===== config.mk =====
export PLATFORM = sky130hd
export DESIGN_NAME = pipelined_barrel_shifter_flat
export DESIGN_NICKNAME = d
export VERILOG_FILES = /design/src/rtl/pipelined_barrel_shifter_if.sv /design/src/rtl/pipelined_barrel_shifter.sv /design/src/flat_wrapper.sv
export SDC_FILE = /design/constraint.sdc
export NUM_CORES = 1
export LEC_CHECK = 0
export BUFFER_PORTS_ARGS = -buffer_cell sky130_fd_sc_hd__buf_4
export CAP_MARGIN = 10
export CELL_PAD_IN_SITES_DETAIL_PLACEMENT = 1
export CELL_PAD_IN_SITES_GLOBAL_PLACEMENT = 1
export CORE_MARGIN = 1.5
export CORE_UTILIZATION = 35
export CTS_BUF_LIST = sky130_fd_sc_hd__clkbuf_8
export DETAILED_ROUTE_END_ITERATION = 10
export PLACE_DENSITY = 0.66
export REMOVE_ABC_BUFFERS = 1
export SYNTH_ARGS = -nofsm -noshare
export SYNTH_HDL_FRONTEND = slang
export SYNTH_SLANG_ARGS = --single-unit

===== constraint.sdc =====
create_clock -name clk -period 1.8 [get_ports clk]
set_clock_uncertainty 0.15 [all_clocks]
set_input_delay 0.18 -clock clk [delete_from_list [all_inputs] [get_ports clk]]
set_output_delay 0.18 -clock clk [all_outputs]
set_load 0.01 [all_outputs]

===== src/rtl/pipelined_barrel_shifter_if.sv =====
// Valid/ready bundle for the pipelined barrel shifter.
// Carries the operand side and the result side of one shift/rotate op.
interface pipelined_barrel_shifter_if #(
  parameter int WIDTH = 16,
  parameter int CNT_W = $clog2(WIDTH)
);
  logic             in_valid;
  logic             in_ready;
  logic [WIDTH-1:0] in_data;
  logic [CNT_W-1:0] in_cnt;
  logic [1:0]       in_op;
  logic             out_valid;
  logic             out_ready;
  logic [WIDTH-1:0] out_data;
  logic             out_carry;
  logic             out_zero;

  modport master (
    output in_valid, in_data, in_cnt, in_op, out_ready,
    input  in_ready, out_valid, out_data, out_carry, out_zero
  );

  modport slave (
    input  in_valid, in_data, in_cnt, in_op, out_ready,
    output in_ready, out_valid, out_data, out_carry, out_zero
  );
endinterface


===== src/rtl/pipelined_barrel_shifter.sv =====
// Pipelined barrel shifter: one 2^k shift stage per count bit,
// registered after every stage, valid/ready with full backpressure.
module pipelined_barrel_shifter #(
  parameter int WIDTH = 16,
  parameter int CNT_W = $clog2(WIDTH)
) (
  input logic clk,
  input logic rst_n,
  input logic flush,
  pipelined_barrel_shifter_if.slave bus
);

  localparam logic [1:0] ROTL = 2'b00;
  localparam logic [1:0] SLL  = 2'b01;
  localparam logic [1:0] ROTR = 2'b10;
  localparam logic [1:0] SRL  = 2'b11;

  typedef struct packed {
    logic [WIDTH-1:0] data;
    logic [CNT_W-1:0] cnt;
    logic [1:0]       op;
    logic             carry;
  } stage_t;

  logic [CNT_W-1:0] vld;
  logic [CNT_W-1:0] adv;
  stage_t           st [CNT_W];

  // A stage may move when it is empty or its successor moves.
  always_comb begin
    logic a;
    a = !vld[CNT_W-1] | bus.out_ready;
    adv[CNT_W-1] = a;
    for (int k = CNT_W - 2; k >= 0; k--) begin
      a = !vld[k] | a;
      adv[k] = a;
    end
  end

  for (genvar k = 0; k < CNT_W; k++) begin : g_stg
    localparam int SH = 1 << k;

    stage_t src;
    stage_t nxt;
    stage_t s_q;
    logic   src_v;
    logic   v_q;

    if (k == 0) begin : g_head
      assign src_v = bus.in_valid;
      assign src   = {bus.in_data, bus.in_cnt, bus.in_op, 1'b0};
    end else begin : g_body
      assign src_v = vld[k-1];
      assign src   = st[k-1];
    end

    always_comb begin
      nxt = src;
      if (src.cnt[k]) begin
        unique case (src.op)
          ROTL: begin
            nxt.data  = (src.data << SH) | (src.data >> (WIDTH - SH));
            nxt.carry = src.data[WIDTH-SH];
          end
          SLL: begin
            nxt.data  = src.data << SH;
            nxt.carry = src.data[WIDTH-SH];
          end
          ROTR: begin
            nxt.data  = (src.data >> SH) | (src.data << (WIDTH - SH));
            nxt.carry = src.data[SH-1];
          end
          SRL: begin
            nxt.data  = src.data >> SH;
            nxt.carry = src.data[SH-1];
          end
          default: nxt = src;
        endcase
      end
    end

    always_ff @(posedge clk or negedge rst_n) begin
      if (!rst_n) begin
        v_q <= 1'b0;
        s_q <= '0;
      end else if (flush) begin
        v_q <= 1'b0;
      end else if (adv[k]) begin
        v_q <= src_v;
        if (src_v) s_q <= nxt;
      end
    end

    assign vld[k] = v_q;
    assign st[k]  = s_q;
  end

  assign bus.in_ready  = adv[0];
  assign bus.out_valid = vld[CNT_W-1];
  assign bus.out_data  = st[CNT_W-1].data;
  assign bus.out_carry = st[CNT_W-1].carry;
  // Gated so the flag reads 0 out of reset and on bubbles.
  assign bus.out_zero  = vld[CNT_W-1] & ~|st[CNT_W-1].data;

endmodule


===== src/flat_wrapper.sv =====
// flat-port wrapper written by rule: the top's interface ports become plain ports
module pipelined_barrel_shifter_flat 
#(
  parameter int WIDTH = 16,
  parameter int CNT_W = $clog2(WIDTH)
)
  (clk, rst_n, flush, bus_in_valid, bus_in_data, bus_in_cnt, bus_in_op, bus_out_ready, bus_in_ready, bus_out_valid, bus_out_data, bus_out_carry, bus_out_zero);
  pipelined_barrel_shifter_if #(.WIDTH(WIDTH), .CNT_W(CNT_W)) bus_i ();
  input logic clk;
  input logic rst_n;
  input logic flush;
  input wire logic [$bits(bus_i.in_valid)-1:0] bus_in_valid;
  input wire logic [$bits(bus_i.in_data)-1:0] bus_in_data;
  input wire logic [$bits(bus_i.in_cnt)-1:0] bus_in_cnt;
  input wire logic [$bits(bus_i.in_op)-1:0] bus_in_op;
  input wire logic [$bits(bus_i.out_ready)-1:0] bus_out_ready;
  output wire logic [$bits(bus_i.in_ready)-1:0] bus_in_ready;
  output wire logic [$bits(bus_i.out_valid)-1:0] bus_out_valid;
  output wire logic [$bits(bus_i.out_data)-1:0] bus_out_data;
  output wire logic [$bits(bus_i.out_carry)-1:0] bus_out_carry;
  output wire logic [$bits(bus_i.out_zero)-1:0] bus_out_zero;
  assign bus_i.in_valid = bus_in_valid;
  assign bus_i.in_data = bus_in_data;
  assign bus_i.in_cnt = bus_in_cnt;
  assign bus_i.in_op = bus_in_op;
  assign bus_i.out_ready = bus_out_ready;
  assign bus_in_ready = bus_i.in_ready;
  assign bus_out_valid = bus_i.out_valid;
  assign bus_out_data = bus_i.out_data;
  assign bus_out_carry = bus_i.out_carry;
  assign bus_out_zero = bus_i.out_zero;
  pipelined_barrel_shifter #(.WIDTH(WIDTH), .CNT_W(CNT_W)) u_core (.clk(clk), .rst_n(rst_n), .flush(flush), .bus(bus_i));
endmodule

==> summary.md, run 1 <==
| Metric | Value |
|---|---|
| Initial antenna violation count | `0` |
| Initial DRC Count | `43` |
| Worst hold margin | `between 0.08 and 0.09 ns` |
| Synth warn | `0` |
| Max-slew violation count | `0` |
| RSZ-0062 raised after global routing | `yes` |
| Violated checks | `negative setup slack` |
| Total Routed Length | `about 10 mm` |
| CTS HTree Levels | `3` |
| Peak VDD IR | `around 0.00034 V` |
| GR Overflow Total | `0` |
| Number of antenna diodes | `0` |
| Multi-input logic area | `between 0.002 and 0.0025 mm²` |
| Mapped Area | `approximately 0.0047 mm²` |
| IO buf count | `between 40 and 50` |
| Final Hold Fails | `0` |
| Synth-to-layout area growth | `18.2%` |
| Die W | `about 120 µm` |
| Dpl cell area | `between 0.005 and 0.006 mm²` |
| Antenna viol nets, final | `0` |
| Slew headroom | `about 60%` |
| Critical Path Fanout Max | `3` |
| Core Area | `approximately 0.013 mm²` |
| Worst path most repeated cell | `nor4_2` |
| Worst-path cell chain | `nor4_2, nand4_1, nor4_2, buf_4` |
| Lkg Pwr | `approximately 2.4 nW` |
| Syn Inst Count | `between 400 and 500` |
| Root buf cell | `clkbuf_8` |
| PD cells | `roughly 1300 mW/mm²` |
| Register area share after synthesis | `a little under half` |
| Vias in the first global route | `about 3,400` |
| CTS Buf Count | `9` |
| Net count, final | `about 500` |
| Total Routing Usage GR | `about 15%` |
| CP delay by family, top | `simple AND/OR/NAND/NOR gates` |
| Worst Hold Class | `in -> reg` |
| CP Buf/Inv Count | `1` |
| Critical Setup Path Class | `reg -> out` |
| Critical path's slowest cell | `dfrtp_1` |
| Die area | `about 0.014 mm²` |
| Setup violators final | `1` |
| Setup TNS | `-0.0724 ns` |
| Fill cell count | `1,449` |
| Syn Area/Cell | `approximately 11 µm²` |
| Die height | `between 100 and 150 µm` |
| Post-synth cell types | `37` |
| First-pass GRT wire length | `approximately 17 mm` |
| Most common cell after layout, fill and taps aside | `dfrtp_1` |
| Ports | `47` |
| Synth area leader | `dfrtp_1` |
| Required @ worst endpoint | `between 1 and 1.5 ns` |
| Layout cells sized above 1 | `roughly a third` |
| Skew-Pair Late Insertion Delay | `between 0.3 and 0.4 ns` |
| Vias/cell | `between 5 and 6` |
| Top cells by area, synth | `dfrtp_1 45%, mux2_2 11%, mux2i_1 9.9%, mux2_4 6.4%, nor2_1 4.8%` |
| Clock Path Buffers | `2` |
| Final critical-path share of the clock period | `104%` |
| DR vias | `3,251` |
| GP Congestion | `0.765` |
| Synth top area share | `between 40 and 50%` |
| Kind of end point of the critical path | `output pin` |
| First-pass iteration count of the detailed router | `4` |
| Power Total | `7.02 mW` |
| Reg2reg setup slack | `~0.10 ns` |
| FF+latch count, synth | `between 80 and 90` |
| Clk slew on worst S/H paths | `roughly 0.080 ns` |
| CTS tree | `built` |
| FF+latch area | `between 0.002 and 0.0025 mm²` |
| CP Data Arrival Time | `roughly 1.5 ns` |
| Clock Sinks | `between 80 and 90` |
| Wire length per cell | `~16 µm` |
| Drt drc | `0` |
| Starting Density | `a little over a third` |
| Design Area, Final | `roughly 0.0055 mm²` |
| Slew @ Worst Pin | `between 0.5 and 0.6 ns` |
| Peak Freq | `534 MHz` |
| Pin count of the biggest net entering global routing | `40` |
| Final Critical Period | `roughly 1.9 ns` |
| Worst setup SP type | `flop` |
| Setup Fix Bufs, Post-CTS | `0` |
| Status | `finished with violations` |
| Max cap viols | `0` |
| DP HPWL | `7.78 mm` |
| Rows | `42` |
| Min setup slack post-route | `-0.0724 ns` |
| Crit-path max cell delay | `0.41 ns` |
| Commonest non-fill, non-tap cells in the layout | `84 x dfrtp_1, 60 x nor2_1, 52 x buf_4` |
[power by group]
group	total (mW)	internal [mW]	switching [mW]
registers	3.21	2.54	0.664
logic	2.54	1.40	1.14
clock network	1.27	0.608	0.663
[sequential cells by signal, summed over array words and instances (netlist names)]
| signal | count |
|---|---|
| u_core.bus.out_carry | 1 |
| u_core.bus.out_data | 16 |
| u_core.bus.out_valid | 1 |
| u_core.g_stg.s_q | 63 |
| u_core.g_stg.v_q | 3 |
[cell families after synthesis]
family,share of synthesized area [%]
compound gates,10.3
mux,27.9
buf+inv,4.80
simple gates,12.0
flops,45.0
[cell usage after synthesis]
library cell  count
dfrtp_1          84
buf_4             4
or2_4             1
nand2b_1          9
inv_1            10
nor4_1            3
o31ai_1           4
and3b_1           1
mux2_2           47
nand4_1           1
nand3b_1          7
a221oi_1          4
nor2_1           60
o21ai_0           4
mux2_4           20
nand2_1           4
a31oi_1          18
or3b_2            3
nand2b_2          1
nor3b_1           1
buf_1             1
clkbuf_1         11
buf_8             1
nor3b_4           1
nor2_8            1
clkbuf_2          1
buf_6             5
a22o_1            8
a21oi_4           1
a21boi_1          1
a21oi_1          38
mux2_1            1
buf_2             7
and4b_4           1
nor2b_1          10
nor4b_1           1
mux2i_1          46
[repair_timing]
| item | 4_1_cts | 5_1_grt |
|---|---|---|
| endpoints found under the hold margin | 92 | 0 |
| hold buffers | 8 | 0 |
| endpoints found under the setup margin | 1 | 2 |
| resized for setup | 3 | 2 |
[worst paths after layout]
kind | start | end | cells after the start
max | u_core.bus.out_data[5] | bus_out_zero | 4
min | bus_in_data[13] | u_core.g_stg[0].s_q[20] | 4
max reg2reg | u_core.bus.out_valid | u_core.g_stg[2].s_q[14] | 3
min reg2reg | u_core.g_stg[2].s_q[0] | u_core.g_stg[2].s_q[0] | 1
max in group asynchronous | rst_n | u_core.g_stg[0].s_q[4] | 3
min in group asynchronous | rst_n | u_core.bus.out_data[2] | 2
[routing by layer]
metal,GRT usage [%],vias to the layer above,routed length (µm)
met2,26.7,54,5080
met1,19.0,1604,4540
li1,-,1586,-
met4,4.29,0,114
met3,3.09,7,342
met5,0,-,0
[worst register-to-register path, cell delays in order, from the launching register on]
cell     delay [ns]
dfrtp_1        0.43
and3b_1        0.31
nor2_8         0.31
mux2_2         0.38
[stage by stage]
step	util, %	std cells	setup WS [ns]
floorplan	-	391	-1.03
global placement	39.8	626	0.131
detailed placement	39.8	626	0.110
CTS	42.0	650	-0.147
global route	42.0	649	-0.171
finish	42.0	649	-0.0724
[cell type report]
cell class | count | area share, %
multi-input combinational | 297 | 43.1
sequential | 84 | 38.1
timing repair buffer | 66 | 10.7
tap | 176 | 3.99
clock buffer | 12 | 3.00
inverter | 10 | 0.681
clock inverter | 4 | 0.408
Note: power is estimated with default switching activity, not from simulation.
==> run 2, diff against run 1 <==
--- a/config.mk
+++ b/config.mk
@@ -13,7 +13,7 @@
 export CORE_UTILIZATION = 35
 export CTS_BUF_LIST = sky130_fd_sc_hd__clkbuf_8
 export DETAILED_ROUTE_END_ITERATION = 10
-export PLACE_DENSITY = 0.66
+export PLACE_DENSITY = 0.61
 export REMOVE_ABC_BUFFERS = 1
 export SYNTH_ARGS = -nofsm -noshare
 export SYNTH_HDL_FRONTEND = slang
==> summary.md, run 2 (synthesis gave the netlist of run 1 again) <==
| Metric | Value |
|---|---|
| Status | `finished with violations` |
| Violated checks | `negative setup slack` |
| Skew-Pair Late Insertion Delay | `0.36 ns (about the same)` |
| Kind of end point of the critical path | `output pin` |
| Clock Path Buffers | `2 (unchanged)` |
| PD cells | `1280 mW/mm² (+0.66%)` |
| Most common cell after layout, fill and taps aside | `dfrtp_1` |
| Die area | `0.0140 mm² (unchanged)` |
| Design Area, Final | `0.00552 mm² (+0.14%)` |
| Dpl cell area | `0.00524 mm² (+0.29%)` |
| Worst Hold Class | `in -> reg` |
| Clk slew on worst S/H paths | `0.08 ns (about the same)` |
| Layout cells sized above 1 | `32.6% (-0.14 points)` |
| Critical Setup Path Class | `reg -> out` |
| IO buf count | `46 (unchanged)` |
| Antenna viol nets, final | `0 (unchanged)` |
| Vias/cell | `4.99 (-0.43%)` |
| Total Routed Length | `10.2 mm (+1.4%)` |
| Min setup slack post-route | `-0.147 ns (-0.0747 ns)` |
| Core Util, Final | `42.0% (+0.057 points)` |
| Lkg Pwr | `2.42 nW (+0.46%)` |
| Worst setup SP type | `flop` |
| Final critical-path share of the clock period | `108% (+4.2 points)` |
| Slew @ Worst Pin | `0.645 ns (+0.0523 ns)` |
| CP Data Arrival Time | `1.62 ns (+0.08 ns)` |
| Die W | `118 µm (unchanged)` |
| Wire length per cell | `15.7 µm (+1.1%)` |
| Pin count of the biggest net entering global routing | `58 (+45%)` |
| Final Critical Period | `1.95 ns (+0.0747 ns)` |
| Number of antenna diodes | `0 (unchanged)` |
| Initial antenna violation count | `0 (unchanged)` |
| Commonest non-fill, non-tap cells in the layout | `84 x dfrtp_1, 60 x nor2_1, 55 x buf_4` |
| Core Area | `0.0131 mm² (unchanged)` |
| Vias in the first global route | `3,474 (+1.8%)` |
| Die height | `118 µm (unchanged)` |
| Max reg flops | `63 (unchanged)` |
| Max cap viols | `0 (unchanged)` |
| GP Congestion | `0.716 (-6.4%)` |
| Peak Freq | `514 MHz (-3.8%)` |
| Synth-to-layout area growth | `18.3%` |
| Root buf cell | `clkbuf_8` |
| Clock Sinks | `84 (unchanged)` |
| Largest reg by FF count | `u_core.g_stg.s_q` |
| Final Hold Fails | `0 (unchanged)` |
| DR vias | `3,247 (-0.12%)` |
| CTS HTree Levels | `3 (unchanged)` |
| RSZ-0062 raised after global routing | `yes` |
| GR Overflow Total | `0 (unchanged)` |
| Drt drc | `0 (unchanged)` |
| Net count, final | `498 (+0.61%)` |
| Worst reg2reg path depth | `4 (+1)` |
| Critical Path Fanout Max | `3 (unchanged)` |
| Ports | `47 (unchanged)` |
| Hold Crit Depth | `4 (unchanged)` |
| Slew headroom | `56.9% (-3.5 points)` |
| DP HPWL | `7.78 mm (about the same)` |
| CTS tree | `built` |
| Setup TNS | `-0.147 ns (-0.0747 ns)` |
| First-pass iteration count of the detailed router | `4 (unchanged)` |
| Max-slew violation count | `0 (unchanged)` |
| Required @ worst endpoint | `1.47 ns (about the same)` |
| Peak VDD IR | `0.000354 V (+3.4%)` |
| Initial DRC Count | `65 (+51%)` |
| Starting Density | `35.5% (unchanged)` |
| CTS Buf Count | `9 (unchanged)` |
| Rows | `42 (unchanged)` |
| Setup violators final | `1 (unchanged)` |
| First-pass GRT wire length | `17.4 mm (+1.5%)` |
| Total Routing Usage GR | `15.5% (+0.29 points)` |
run 2: what timing repair did:
item | 4_1_cts | 5_1_grt
setup buffers | 0 | 0
resized for setup | 1 | 1
setup endpoints to repair | 1 | 1
endpoints found under the hold margin | 92 | 0
hold buffers | 8 | 0
run 2: final cells by class:
cell class / instances / area, µm²
clock buffer: 10 / 138
clock inverter: 5 / 52.6
fill: 1432 / 7620
inverter: 10 / 37.5
multi-input combinational: 297 / 2360
sequential: 84 / 2100
tap: 176 / 220
timing repair buffer: 69 / 613
run 2: path summary, 6_finish.rpt:
check	end	start	slack [ns]
max	bus_out_zero	u_core.bus.out_data[1]	-0.15
min	u_core.g_stg[0].s_q[15]	bus_in_data[8]	0.08
max reg2reg	u_core.g_stg[1].s_q[5]	u_core.bus.out_valid	0.12
min reg2reg	u_core.g_stg[1].s_q[0]	u_core.g_stg[1].s_q[0]	0.36
max in group asynchronous	u_core.g_stg[0].s_q[21]	rst_n	0.75
min in group asynchronous	u_core.bus.out_data[1]	rst_n	0.13
run 2: worst max-delay path, stage by stage (launching register included):
cell	delay, ns
dfrtp_1	0.42
nor4b_2	0.28
buf_4	0.15
nand4_1	0.09
nor4_2	0.15
buf_4	0.16
run 2: power breakdown:
| group | switching (mW) | total (mW) | leakage [nW] | internal [mW] |
|---|---|---|---|---|
| Combinational | 1.14 | 2.56 | 1.32 | 1.41 |
| Sequential | 0.655 | 3.20 | 1.00 | 2.55 |
| Clock | 0.652 | 1.32 | 0.0979 | 0.664 |
| Total | 2.45 | 7.07 | 2.42 | 4.62 |
run 2: metrics by stage:
step	hold WS, ns	cells	worst slack [ns]	total power [mW]
detailed placement	-0.0185	628	0.127	5.82
global route	0.0997	651	-0.298	7.62
floorplan	-0.266	391	-1.03	4.70
global placement	-0.0263	628	0.0905	5.70
finish	0.0844	651	-0.147	7.07
CTS	0.0713	651	-0.228	7.20
run 2: per-layer routing:
metal	global-route usage [%]	up-vias	wire length, µm
li1	-	1596	-
met2	28.5	50	5280
met4	4.59	0	123
met3	3.14	9	304
met1	18.3	1592	4510
met5	0	-	0
